### config.mk
export PLATFORM = sky130hd
export DESIGN_NAME = fp_mul_iter
export DESIGN_NICKNAME = d
export VERILOG_FILES = /design/src/rtl/fp_mul_pkg.sv /design/src/rtl/fp_mul_iter_booth.sv /design/src/rtl/fp_mul_iter.sv
export SDC_FILE = /design/constraint.sdc
export NUM_CORES = 1
export LEC_CHECK = 0
export ABC_AREA = 1
export CORE_MARGIN = 1.5
export CORE_UTILIZATION = 50
export CTS_CLUSTER_SIZE = 8
export DETAILED_ROUTE_END_ITERATION = 6
export GPL_TIMING_DRIVEN = 0
export PLACE_DENSITY = 0.81
export SETUP_SLACK_MARGIN = 0.05
export SYNTH_ARGS = -nofsm -noshare
export SYNTH_HDL_FRONTEND = slang
export SYNTH_SLANG_ARGS = --single-unit
### constraint.sdc
create_clock -name clk -period 5.5 [get_ports clk]
set_clock_uncertainty 0.1 [all_clocks]
set_input_delay 0.825 -clock clk [delete_from_list [all_inputs] [get_ports clk]]
set_output_delay 0.825 -clock clk [all_outputs]
set_load 0.02 [all_outputs]
### src/rtl/fp_mul_pkg.sv
// Shared types and constant helpers for the iterative FP multiplier.
// Rounding modes, FSM states and IEEE encoding builders.
package fp_mul_pkg;

  typedef enum logic [2:0] {
    RM_RNE = 3'd0,
    RM_RTZ = 3'd1,
    RM_RDN = 3'd2,
    RM_RUP = 3'd3,
    RM_RMM = 3'd4
  } r_mode_e;

  typedef enum logic [1:0] {
    IDLE,
    MULT,
    NORM_RND,
    DONE
  } state_e;

  function automatic int bias(input int ew);
    return (1 << (ew - 1)) - 1;
  endfunction

  function automatic logic [63:0] exp_ones(input int ew);
    return (64'd1 << ew) - 64'd1;
  endfunction

  function automatic logic [63:0] canonical_nan(
    input int ew,
    input int fw
  );
    return (exp_ones(ew) << fw) | (64'd1 << (fw - 1));
  endfunction

  // Magnitude only (no sign bit).
  function automatic logic [63:0] max_finite(
    input int ew,
    input int fw
  );
    return ((exp_ones(ew) - 64'd1) << fw)
         | ((64'd1 << fw) - 64'd1);
  endfunction

endpackage

### src/rtl/fp_mul_iter_booth.sv
// One radix-4 Booth iteration: digit select, partial-product add
// and a 2-bit arithmetic right shift of the {hi, lo, q} accumulator.
module fp_booth_r4_step
  import fp_mul_pkg::*;
#(
  parameter int SW = 24,
  parameter int ML = 26
) (
  input  logic [SW-1:0]    mcand,
  input  logic [SW+ML+3:0] acc_in,
  output logic [SW+ML+3:0] acc_out
);

  localparam int HW = SW + 3;

  logic [2:0]    trip;
  logic [HW-1:0] m1;
  logic [HW-1:0] m2;
  logic [HW-1:0] pp;
  logic [HW-1:0] hi_sum;

  assign trip = acc_in[2:0];
  assign m1   = {3'b000, mcand};
  assign m2   = {2'b00, mcand, 1'b0};

  always_comb begin
    pp = '0;
    unique case (1'b1)
      (trip == 3'b001),
      (trip == 3'b010): pp = m1;
      (trip == 3'b011): pp = m2;
      (trip == 3'b100): pp = -m2;
      (trip == 3'b101),
      (trip == 3'b110): pp = -m1;
      default:          pp = '0;
    endcase
  end

  assign hi_sum  = acc_in[SW+ML+3:ML+1] + pp;
  assign acc_out = {{2{hi_sum[HW-1]}}, hi_sum, acc_in[ML:2]};

endmodule

### src/rtl/fp_mul_iter.sv
// Iterative radix-4 Booth FP multiplier with valid/ready handshake,
// DAZ inputs, flush-to-zero underflow and IEEE directed rounding.
module fp_mul_iter
  import fp_mul_pkg::*;
#(
  parameter int EXP_W = 8,
  parameter int FRC_W = 23
) (
  input  logic                   clk,
  input  logic                   rst,
  input  logic                   in_valid,
  output logic                   in_ready,
  input  logic [EXP_W+FRC_W:0]   fp_X,
  input  logic [EXP_W+FRC_W:0]   fp_Y,
  input  logic [2:0]             r_mode,
  output logic                   out_valid,
  input  logic                   out_ready,
  output logic [EXP_W+FRC_W:0]   fp_Z,
  output logic                   ovrf,
  output logic                   udrf,
  output logic                   nx
);

  localparam int W      = 1 + EXP_W + FRC_W;
  localparam int WM     = W - 1;
  localparam int SW     = FRC_W + 1;
  localparam int N_ITER = (FRC_W + 3) / 2;
  localparam int ML     = 2 * N_ITER;
  localparam int AW     = SW + ML + 4;
  localparam int EW     = EXP_W + 2;
  localparam int CW     = $clog2(N_ITER);
  localparam int FW1    = FRC_W + 1;

  localparam logic [W-1:0]  QNAN =
    W'(canonical_nan(EXP_W, FRC_W));
  localparam logic [W-2:0]  MAXF =
    WM'(max_finite(EXP_W, FRC_W));
  localparam logic [W-2:0]  INF  =
    {{EXP_W{1'b1}}, {FRC_W{1'b0}}};
  localparam logic [EW-1:0] BIAS_E = EW'(bias(EXP_W));
  localparam logic [EW-1:0] EMAX   = EW'((1 << EXP_W) - 1);
  localparam logic [CW-1:0] LAST   = CW'(N_ITER - 1);

  state_e          state;
  state_e          nxt;
  r_mode_e         rm;
  logic            sgn;
  logic [EW-1:0]   e_base;
  logic [SW-1:0]   mcand;
  logic [AW-1:0]   acc;
  logic [AW-1:0]   acc_nx;
  logic [CW-1:0]   cnt;
  logic [2*SW-1:0] frc_full;

  logic [EXP_W-1:0] xe, ye;
  logic [FRC_W-1:0] xf, yf;
  logic x_zero, x_inf, x_nan;
  logic y_zero, y_inf, y_nan;
  logic special, s_in;
  logic [W-1:0] spec_z;

  assign xe = fp_X[W-2:FRC_W];
  assign ye = fp_Y[W-2:FRC_W];
  assign xf = fp_X[FRC_W-1:0];
  assign yf = fp_Y[FRC_W-1:0];
  assign s_in = fp_X[W-1] ^ fp_Y[W-1];

  assign x_zero = (xe == '0);
  assign y_zero = (ye == '0);
  assign x_inf  = (xe == '1) && (xf == '0);
  assign y_inf  = (ye == '1) && (yf == '0);
  assign x_nan  = (xe == '1) && (xf != '0);
  assign y_nan  = (ye == '1) && (yf != '0);

  assign special = x_zero | x_inf | x_nan
                 | y_zero | y_inf | y_nan;

  always_comb begin
    spec_z = {s_in, {WM{1'b0}}};
    if (x_nan || y_nan || (x_inf && y_zero)
        || (x_zero && y_inf))
      spec_z = QNAN;
    else if (x_inf || y_inf)
      spec_z = {s_in, INF};
  end

  fp_booth_r4_step #(
    .SW (SW),
    .ML (ML)
  ) u_step (
    .mcand   (mcand),
    .acc_in  (acc),
    .acc_out (acc_nx)
  );

  assign frc_full = acc[2*SW:1];

  // Normalise and round the exact product held in frc_full.
  logic [2*SW-2:0] fx;
  logic            g, r, s_b, inexact, inc, to_inf;
  logic [FRC_W:0]  fsum;
  logic [EW-1:0]   e_fin;
  logic [W-1:0]    z_rnd;
  logic            ovf_rnd, udf_rnd, nx_rnd;

  always_comb begin
    fx = frc_full[2*SW-1] ? frc_full[2*SW-2:0]
                          : {frc_full[2*SW-3:0], 1'b0};
    g       = fx[SW-1];
    r       = fx[SW-2];
    s_b     = |fx[SW-3:0];
    inexact = g | r | s_b;
    inc     = 1'b0;
    unique case (1'b1)
      (rm == RM_RTZ): inc = 1'b0;
      (rm == RM_RDN): inc = sgn & inexact;
      (rm == RM_RUP): inc = ~sgn & inexact;
      (rm == RM_RMM): inc = g;
      default:        inc = g & (r | s_b | fx[SW]);
    endcase
    fsum  = {1'b0, fx[2*SW-2:SW]} + FW1'(inc);
    e_fin = e_base + EW'(frc_full[2*SW-1])
          + EW'(fsum[FRC_W]);
    to_inf = !((rm == RM_RTZ)
            || (rm == RM_RUP && sgn)
            || (rm == RM_RDN && !sgn));
    z_rnd   = {sgn, e_fin[EXP_W-1:0], fsum[FRC_W-1:0]};
    ovf_rnd = 1'b0;
    udf_rnd = 1'b0;
    nx_rnd  = inexact;
    if (!e_fin[EW-1] && (e_fin >= EMAX)) begin
      ovf_rnd = 1'b1;
      nx_rnd  = 1'b1;
      z_rnd   = {sgn, to_inf ? INF : MAXF};
    end else if (e_fin[EW-1] || (e_fin == '0)) begin
      udf_rnd = 1'b1;
      nx_rnd  = 1'b1;
      z_rnd   = {sgn, {WM{1'b0}}};
    end
  end

  always_ff @(posedge clk) begin
    if (rst) state <= IDLE;
    else     state <= nxt;
  end

  always_comb begin
    nxt = state;
    unique case (state)
      IDLE:     if (in_valid) nxt = special ? DONE : MULT;
      MULT:     if (cnt == LAST) nxt = NORM_RND;
      NORM_RND: nxt = DONE;
      DONE:     if (out_ready) nxt = IDLE;
      default:  nxt = IDLE;
    endcase
  end

  assign in_ready  = (state == IDLE);
  assign out_valid = (state == DONE);

  always_ff @(posedge clk) begin
    if (rst) begin
      rm     <= RM_RNE;
      sgn    <= 1'b0;
      e_base <= '0;
      mcand  <= '0;
      acc    <= '0;
      cnt    <= '0;
      fp_Z   <= '0;
      ovrf   <= 1'b0;
      udrf   <= 1'b0;
      nx     <= 1'b0;
    end else begin
      unique case (state)
        IDLE: if (in_valid) begin
          rm     <= r_mode_e'(r_mode);
          sgn    <= s_in;
          e_base <= EW'(xe) + EW'(ye) - BIAS_E;
          mcand  <= {1'b1, xf};
          acc    <= {{(SW+3){1'b0}},
                     ML'({1'b1, yf}), 1'b0};
          cnt    <= '0;
          fp_Z   <= spec_z;
          ovrf   <= 1'b0;
          udrf   <= 1'b0;
          nx     <= 1'b0;
        end
        MULT: begin
          acc <= acc_nx;
          cnt <= cnt + CW'(1);
        end
        NORM_RND: begin
          fp_Z <= z_rnd;
          ovrf <= ovf_rnd;
          udrf <= udf_rnd;
          nx   <= nx_rnd;
        end
        default: ;
      endcase
    end
  end

endmodule

Word-level counts from Yosys, hierarchy flattened
Index checks and enable logic that the tools add are counted.
{"block": "word_totals", "reg_bits": 133, "out_inout_bits": 37, "wordCells": 117}
{"block": "classes", "n_bitwise": 14, "eq_ne": 19, "n_reduce_logical": 35, "n_lt_le_gt_ge": 1, "addsub": 9, "n_mux": 28}
{"cell": "$pmux 27 s4", "count": 1}
{"cell": "$pmux 54 s2", "count": 1}
{"cell": "$mux 31", "count": 3}
{"cell": "$mux 32", "count": 2}
{"cell": "$pmux 32 s2", "count": 1}
{"cell": "$mux 54", "count": 1}
{"cell": "$mux 47", "count": 1}
{"cell": "$logic_not 23->1", "count": 2}
{"cell": "$reduce_bool 23->1", "count": 2}
{"cell": "$add 27x27->27", "count": 1}
{"cell": "$neg 24->27", "count": 1}
{"cell": "$neg 25->27", "count": 1}
{"cell": "$add 23x1->24", "count": 1}
{"cell": "$mux 24", "count": 1}
{"cell": "$reduce_or 22->1", "count": 1}
{"cell": "$add 10x1->10", "count": 2}
{"cell": "$eq 8x8->1 const B", "count": 2}
{"cell": "$logic_not 8->1", "count": 2}
{"cell": "$eq 3x2->1 const B", "count": 4}
{"cell": "$eq 3x3->1 const B", "count": 4}
{"cell": "$ge 10x8->1 const B", "count": 1}
{"cell": "$logic_not 10->1", "count": 1}
{"cell": "$sub 9x7->10 const B", "count": 1}
{"cell": "$add 8x8->9", "count": 1}
{"cell": "other kinds (26)", "count": 68}

Logic depth before layout (Yosys ltp)
Gate-level depths: netlist of run 1.
{"block": "depth", "depth_word": 13, "ltp_mapped": 27}

Cells and area by module
Synthesis of run 1 repeated with hierarchy kept, for this count alone.
{"block": "unflattened", "cells_unflattened": 1717, "hier_area_um2": 10556.4}
{"module": "fp_mul_iter", "cells_per_inst": 1115, "seq_area_each_um2": 2662.6, "area_each_um2": 7359.6, "n_inst": 1}
{"module": "fp_booth_r4_step", "cells_per_inst": 602, "seq_area_each_um2": 0.0, "area_each_um2": 3196.8, "n_inst": 1}

Worst setup path after synthesis of run 1
Ideal clock, no wire load.
{"block": "synth_path", "path_kind": "flip-flop to flip-flop", "startpoint": "register acc[48]", "endpoint": "register fp_Z[30]", "required_time_ns": 5.263, "t_arrival_ns": 3.632, "path_buffers": 3, "period_less_slack_ns": 3.869, "path_stages_with_launch": 24, "slack_ns": 1.631, "cell_sequence": "dfxtp_1 > buf_6 > buf_4 > a211oi_1 > nand4_1 > o21ai_0 > o221ai_1 > ha_1 > nand2_1 > inv_2 > nand4_1 > nor4_1 > fa_1 > ha_1 > or2_2 > nor2_1 > nand3_1 > nor2_1 > nand3_1 > nand2_4 > buf_6 > nor2_1 > o21ai_0 > a21oi_1"}
{"block": "synth_between", "elab_chain_cells": 13}
{"item": "start: declaration", "line_no": "fp_mul_iter.sv:50", "rtl": "logic [AW-1:0] acc;"}
{"item": "start signal: assignment", "line_no": "fp_mul_iter.sv:180", "rtl": "acc <= {{(SW+3){1'b0}},"}
{"item": "start signal: assignment", "line_no": "fp_mul_iter.sv:189", "rtl": "acc <= acc_nx;"}
{"item": "$mux 47", "line_no": "fp_mul_iter.sv:107", "rtl": "fx = frc_full[2*SW-1] ? frc_full[2*SW-2:0]"}
{"item": "$reduce_or 22->1", "line_no": "fp_mul_iter.sv:111", "rtl": "s_b = |fx[SW-3:0];"}
{"item": "$or 1x1->1 (2 in a row)", "line_no": "fp_mul_iter.sv:119", "rtl": "default: inc = g & (r | s_b | fx[SW]);"}
{"item": "$and 1x1->1", "line_no": "fp_mul_iter.sv:119"}
{"item": "$pmux 1 s4", "line_no": "fp_mul_iter.sv:114", "rtl": "unique case (1'b1)"}
{"item": "$add 23x1->24", "line_no": "fp_mul_iter.sv:121", "rtl": "fsum = {1'b0, fx[2*SW-2:SW]} + FW1'(inc);"}
{"item": "$add 10x1->10 (*)", "line_no": "fp_mul_iter.sv:123", "rtl": "+ EW'(fsum[FRC_W]);"}
{"item": "branches (longest 3 deep; another with $ge 10x8->1)"}
{"item": "$mux 31 (*)", "line_no": "fp_mul_iter.sv:131", "rtl": "if (!e_fin[EW-1] && (e_fin >= EMAX)) begin"}
{"item": "$pmux 32 s2 (*)", "line_no": "fp_mul_iter.sv:174", "rtl": "unique case (state)"}
{"item": "end signal: assignment", "line_no": "fp_mul_iter.sv:183", "rtl": "fp_Z <= spec_z;"}
{"item": "end signal: assignment", "line_no": "fp_mul_iter.sv:193", "rtl": "fp_Z <= z_rnd;"}
{"item": "end: declaration", "line_no": "fp_mul_iter.sv:18", "rtl": "output logic [EXP_W+FRC_W:0] fp_Z,"}
Mark *: on every way between the ends.
A chain may end at the register's enable or synchronous reset.

Worst setup path after layout of run 1
{"block": "layout_path", "startpoint": "register acc[48]", "endpoint": "register fp_Z[2]"}
{"block": "layout_between", "elab_chain_cells": 13}
{"item": "branches (longest 11 deep; another with $add 23x1->24)"}
{"item": "$mux 31 (*)", "line_no": "fp_mul_iter.sv:131"}
{"item": "$pmux 32 s2 (*)", "line_no": "fp_mul_iter.sv:174"}
Marks and branches as above.

==> flow_metrics.py, run 1 <==
metrics = {
    "status": {
        "status": "complete, no violations",
    },
    "cts": {
        "cts_tree": "yes",
        "cts_made_buffers": 17,
        "clkLatencyLatePin_ns": 0.43,
        "path_clk_slew_ns": 0.06,
        "cts_root_buf": "clkbuf_16",
        "clockBufferDepth": 2,
        "post_cts_buffers": 0,
        "ctsHoldBuffers": 0,
        "cts_resized": 0,
        "htreeDepth": 4,
        "cts_num_sinks": 131,
    },
    "critical_path": {
        "worstSetupPathType": "reg -> reg",
        "r2r_start": "acc[48]",
        "arrival_ns": 5.10,
        "worst-path-max-fanout": 10,
        "worst_path_most_repeated_cell": "nand2_1",
        "end_kind": "flip-flop",
        "cp_slowest_stage_delay_ns": 0.64,
        "crit_family": "simple AND/OR/NAND/NOR gates",
        "path_buf_inv": 6,
        "startpoint_type": "flip-flop",
        "slowest_stage": "dfxtp_1",
        "rr_endpoint": "fp_Z[2]",
        "worstRegToRegCells": 27,
        "r2r_slack_ns": 0.59,
        "critPathRequiredTime_ns": 5.68,
    },
    "power_and_ir_drop": {
        "p_leak_nw": 4.98,
        "power-per-cell-area_nw_per_um2": 428,
        "finalPower_mw": 5.16,
        "ir_drop_v": 0.000324,
    },
    "floorplan": {
        "core.rowCount": 51,
        "start_util_pct": 51.2,
        "core-area_um2": 19600,
        "ios": 108,
        "die_area_um2": 20900,
        "die_height_um": 145,
        "die_w_um": 145,
    },
    "layout": {
        "syn2layout_area_growth_pct": 20.3,
        "final_cell_area_um2": 12100,
        "final_nets": 1867,
        "antenna_cells": 0,
        "n_fill_cell": 1888,
        "drive_gt1_share_pct": 6.16,
        "fin_util_pct": 61.6,
        "fin_cells": 2019,
    },
    "timing": {
        "setup_viol": 0,
        "layout_min_cycle_time_ns": 4.91,
        "rsz0062_at_grt": "false",
        "max_freq_ghz": 0.204,
        "drv_slew": 0,
        "holdWs_ns": 0.361,
        "tns_ns": 0,
        "tightestPinTransition_ns": 0.791,
        "worst_slack_ns": 0.589,
        "max_slew_margin_pct": 47.3,
        "timing.final.crit_share_pct": 89.3,
        "hold_violations": 0,
    },
    "place": {
        "dp_worst_setup_slack_ns": 0.523,
        "place_hpwl_um": 24300,
        "placed_area_um2": 11400,
        "portBuffers": 106,
        "gp_congestion": 0.975,
        "dp.cells": 1987,
    },
    "drt": {
        "antenna_left": 0,
        "routedWlPerCell_um": 15.4,
        "via_count": 11400,
        "routed_wl_um": 31100,
        "first_pass_iters": 6,
        "first_iter_violations": 1070,
        "vias_per_cell": 5.65,
        "drc": 0,
    },
    "global_route": {
        "first_global_vias": 10300,
        "grt.met1_usage_pct": 40.9,
        "grt_pass1_wl_um": 49800,
        "gr-total-overflow": 0,
        "grt_use_met2_pct": 48.3,
        "gr-max-usage-layer": "met2",
        "grt_max_degree": 17,
        "use_met3_pct": 4.57,
        "track_usage_pct": 30.3,
        "antenna_found_initial": 0,
    },
    "synth": {
        "synthMuxAreaShare_pct": 0,
        "netlist_instances": 1616,
        "synth_xor_area_share_pct": 3.07,
        "ys_warn_count": 0,
        "synthArstFlopShare_pct": 0,
        "synth-simple-area-share_pct": 34.0,
        "synthTopCellsByArea": "dfxtp_1 (26%), nand2_1 (17%), a21oi_1 (6.8%)",
        "synth_edf_count": 0,
        "synth_top_cell_by_area": "dfxtp_1",
        "syn-num-nets": 1742,
        "synth_top_family_by_area": "simple AND/OR/NAND/NOR gates",
        "synth-compound-area-share_pct": 20.5,
        "synth_top_flop_cell": "dfxtp_1",
        "ys_seq_elements": 131,
        "yosysSeqAreaShare_pct": 26.1,
        "ys_types": 52,
        "syn_area_um2": 10000,
        "yosys.area.top_type_share_pct": 26.1,
        "synth_most_common_cell": "nand2_1",
        "synth_fa_ha_area_share_pct": 7.08,
        "synth_area_per_cell_um2": 6.21,
        "netlist_top_cells_count": "nand2_1 (457), inv_1 (164), nor2_1 (150), a21oi_1 (136), dfxtp_1 (131)",
    },
    "min_path": {
        "min_path_cells": 2,
        "hold_end": "fp_Z[30]",
        "worstHoldPathType": "reg -> reg",
        "min-delay-start": "fp_Z[30]",
    },
    "job": {
        "cap_violations": 0,
    },
}
==> cell families (layout without fill, tap and decap cells) <==
group	Yosys count	after routing
AO/OA/AOI/OAI	365	365
XOR/XNOR	33	33
adder cells (fa/ha/maj)	55	55
buffers and inverters	231	369
flip-flops	131	131
AND/OR/NAND/NOR	801	801
==> worst min-delay path, cell delays in order (launching register included) <==
cell and delay [ns]:
dfxtp_1 0.31, nand2_1 0.06, a21oi_1 0.05
==> routing by layer <==
metal,up-vias,wire length [um]
met5,-,0
met4,0,1040
met1,5191,13700
met2,497,13900
met3,78,2400
li1,5639,-
==> layout by cell type (no fill, tap or decap), types with 5 or more instances in the layout <==
| master | Yosys | layout |
|---|---|---|
| o21ai_1 | 26 | 26 |
| o21ai_2 | 12 | 12 |
| or2_2 | 14 | 14 |
| nand3b_1 | 6 | 6 |
| nor3_1 | 18 | 18 |
| ha_1 | 52 | 52 |
| xor2_1 | 29 | 29 |
| a31oi_1 | 24 | 24 |
| nand3_1 | 86 | 86 |
| o2111ai_1 | 8 | 8 |
| nand4_1 | 36 | 36 |
| clkbuf_16 | 0 | 17 |
| nor2_1 | 150 | 150 |
| a21oi_2 | 10 | 10 |
| a21oi_1 | 136 | 136 |
| o21ai_0 | 116 | 116 |
| nand2_1 | 457 | 457 |
| inv_1 | 164 | 164 |
| clkbuf_1 | 43 | 44 |
| inv_2 | 9 | 9 |
| nor4_1 | 15 | 14 |
| dfxtp_1 | 131 | 131 |
| nor2_2 | 5 | 5 |
| clkdlybuf4s50_1 | 0 | 106 |
| buf_2 | 5 | 5 |
==> worst max-delay path by stage <==
| stage | endpoint | startpoint | cells past startpoint |
|---|---|---|---|
| CTS | fp_Z[2] | acc[48] | 27 |
| floorplan | fp_Z[30] | acc[48] | 23 |
| global placement | fp_Z[0] | acc[48] | 27 |
| global route | fp_Z[2] | acc[48] | 26 |
| finish | fp_Z[2] | acc[48] | 27 |
| detailed placement | fp_Z[2] | acc[48] | 26 |
==> layout make-up <==
type	instances	area [um^2]	share of cell area [%]
multi-input combinational	1254	6500	53.9
sequential	131	2620	21.7
timing repair buffer	106	1060	8.79
inverter	176	661	5.47
clock buffer	19	443	3.67
tap	265	332	2.75
buffer	55	254	2.10
clock inverter	13	198	1.64
==> power by group <==
| part | internal, mW | total (mW) | switching [mW] | leakage, nW |
|---|---|---|---|---|
| Sequential | 1.16 | 1.36 | 0.200 | 1.07 |
| Combinational | 0.835 | 2.54 | 1.70 | 3.60 |
| Clock | 0.780 | 1.26 | 0.483 | 0.309 |
==> state kept, by name (all words and copies together) (netlist names) <==
signal / cells
acc: 52
cnt: 4
e_base: 10
fp_Z: 32
mcand: 24
nx: 1
ovrf: 1
rm: 3
sgn: 1
state: 2
udrf: 1
No activity file was read; power rests on OpenSTA's default activity.
==> run 2, diff against run 1 <==
--- a/config.mk
+++ b/config.mk
@@ -11,7 +11,7 @@
 export CTS_CLUSTER_SIZE = 8
 export DETAILED_ROUTE_END_ITERATION = 6
 export GPL_TIMING_DRIVEN = 0
-export PLACE_DENSITY = 0.81
+export PLACE_DENSITY = 0.8
 export SETUP_SLACK_MARGIN = 0.05
 export SYNTH_ARGS = -nofsm -noshare
 export SYNTH_HDL_FRONTEND = slang
==> flow_metrics.py, run 2 (same netlist as run 1, synthesis figures left out) <==
metrics = {
    "min_path": {
        "min-delay-start": "fp_Z[21]",
        "worstHoldPathType": "reg -> reg",
        "min_path_cells": 2,
        "hold_end": "fp_Z[21]",
    },
    "floorplan": {
        "ios": 108,
        "core.rowCount": 51,
        "core-area_um2": 19600,
        "start_util_pct": 51.2,
        "die_height_um": 145,
        "die_w_um": 145,
        "die_area_um2": 20900,
    },
    "status": {
        "status": "complete, no violations",
    },
    "timing": {
        "max_freq_ghz": 0.200,
        "setup_viol": 0,
        "tns_ns": 0,
        "max_slew_margin_pct": 48.1,
        "drv_slew": 0,
        "rsz0062_at_grt": "false",
        "layout_min_cycle_time_ns": 5.01,
        "tightestPinTransition_ns": 0.779,
        "hold_violations": 0,
        "timing.final.crit_share_pct": 91.1,
    },
    "drt": {
        "first_pass_iters": 6,
        "routedWlPerCell_um": 15.3,
        "via_count": 11200,
        "first_iter_violations": 1078,
        "vias_per_cell": 5.57,
        "antenna_left": 0,
        "drc": 0,
        "routed_wl_um": 30900,
    },
    "cts": {
        "htreeDepth": 4,
        "cts_tree": "yes",
        "cts_made_buffers": 17,
        "path_clk_slew_ns": 0.06,
        "clockBufferDepth": 2,
        "post_cts_buffers": 0,
        "cts_root_buf": "clkbuf_16",
        "cts_num_sinks": 131,
        "clkLatencyLatePin_ns": 0.43,
        "ctsHoldBuffers": 0,
        "cts_resized": 0,
    },
    "layout": {
        "multi_input_area_um2": 6490,
        "antenna_cells": 0,
        "final_common_cell": "nand2_1",
        "seqCellArea_um2": 2620,
        "drive_gt1_share_pct": 6.16,
        "final_nets": 1867,
        "top_register": "acc",
        "n_fill_cell": 1916,
        "top_regs": "acc (52), fp_Z (32), mcand (24)",
        "largest_reg_flops": 52,
        "syn2layout_area_growth_pct": 19.9,
        "layout_common_cells": "nand2_1 (457), inv_1 (164), nor2_1 (150)",
    },
    "global_route": {
        "gr-total-overflow": 0,
        "grt_max_degree": 17,
        "track_usage_pct": 30.4,
        "antenna_found_initial": 0,
        "first_global_vias": 10200,
        "grt_pass1_wl_um": 49600,
    },
    "critical_path": {
        "r2r_start": "acc[48]",
        "arrival_ns": 5.20,
        "rr_endpoint": "fp_Z[0]",
        "r2r_slack_ns": 0.49,
        "critPathRequiredTime_ns": 5.69,
        "worstSetupPathType": "reg -> reg",
        "worstRegToRegCells": 27,
        "end_kind": "flip-flop",
        "startpoint_type": "flip-flop",
        "worst-path-max-fanout": 10,
    },
    "place": {
        "portBuffers": 106,
        "place_hpwl_um": 24400,
        "gp_congestion": 0.978,
    },
    "power_and_ir_drop": {
        "p_leak_nw": 4.97,
        "finalPower_mw": 5.09,
        "power-per-cell-area_nw_per_um2": 423,
        "ir_drop_v": 0.000263,
    },
    "job": {
        "cap_violations": 0,
    },
}
-- run 2: worst max path at each step --
stage             from        to  slack, ns
3_3_place_gp   acc[48]   fp_Z[0]       0.66
5_1_grt        acc[48]   fp_Z[0]       0.11
3_5_place_dp   acc[48]   fp_Z[1]       0.61
4_1_cts        acc[48]   fp_Z[1]       0.59
2_1_floorplan  acc[48]  fp_Z[30]       1.63
6_report       acc[48]   fp_Z[0]       0.49
-- run 2: worst max-delay path, stage by stage, from the launching register on --
cell and delay (ns):
dfxtp_1 0.64, buf_6 0.23, buf_4 0.20, a211oi_1 0.11, nand4_1 0.16, nor2_1 0.09, o221ai_1 0.19, ha_1 0.27
nand2_1 0.11, inv_2 0.13, nand4_1 0.12, nor4_1 0.50, fa_1 0.37, ha_1 0.22, inv_1 0.08, nor2_1 0.14
nand2_1 0.09, nand2_1 0.06, nand2_1 0.06, nor2_1 0.14, nand3_1 0.10, nand2_2 0.13, nand3_2 0.11, nand2_1 0.08
inv_1 0.07, buf_2 0.19, nand2_1 0.11, a21oi_1 0.06
-- run 2: area by class of cell --
cell class              instances  share of cell area, %
clock buffers                  17                   3.54
inverters                     176                   5.49
flip-flops and latches        131                   21.8
clock inverters                15                   1.49
multi-input cells            1254                   54.0
repair buffers                106                   8.82
plain buffers                  55                   2.11
well taps                     265                   2.76
-- run 2: layer usage --
layer	wire, um	vias up	share of wire, %	global-route usage (%)
li1	-	5642	-	-
met1	13700	5111	44	40.2
met2	14000	423	45	48.3
met3	2220	72	7.2	5.63
met4	1050	0	3.4	13.0
met5	0	-	0	0
-- run 2: stage by stage --
step                instances  area (um^2)  worst slack (ns)  util, %  hold slack, ns
CTS                      2019        12000             0.587     61.4           0.365
finish                   2019        12000             0.491     61.4           0.362
global route             2019        12000             0.105     61.4           0.379
global placement         1987        11400             0.658     58.3           0.352
floorplan                1616        10000              1.63        -           0.345
detailed placement       1987        11400             0.609     58.3           0.355
-- run 2: power breakdown --
group / internal (mW) / total, mW / switching, mW
logic: 0.835 / 2.54 / 1.70
clock network: 0.717 / 1.19 / 0.477
registers: 1.16 / 1.36 / 0.201
total: 2.72 / 5.09 / 2.38
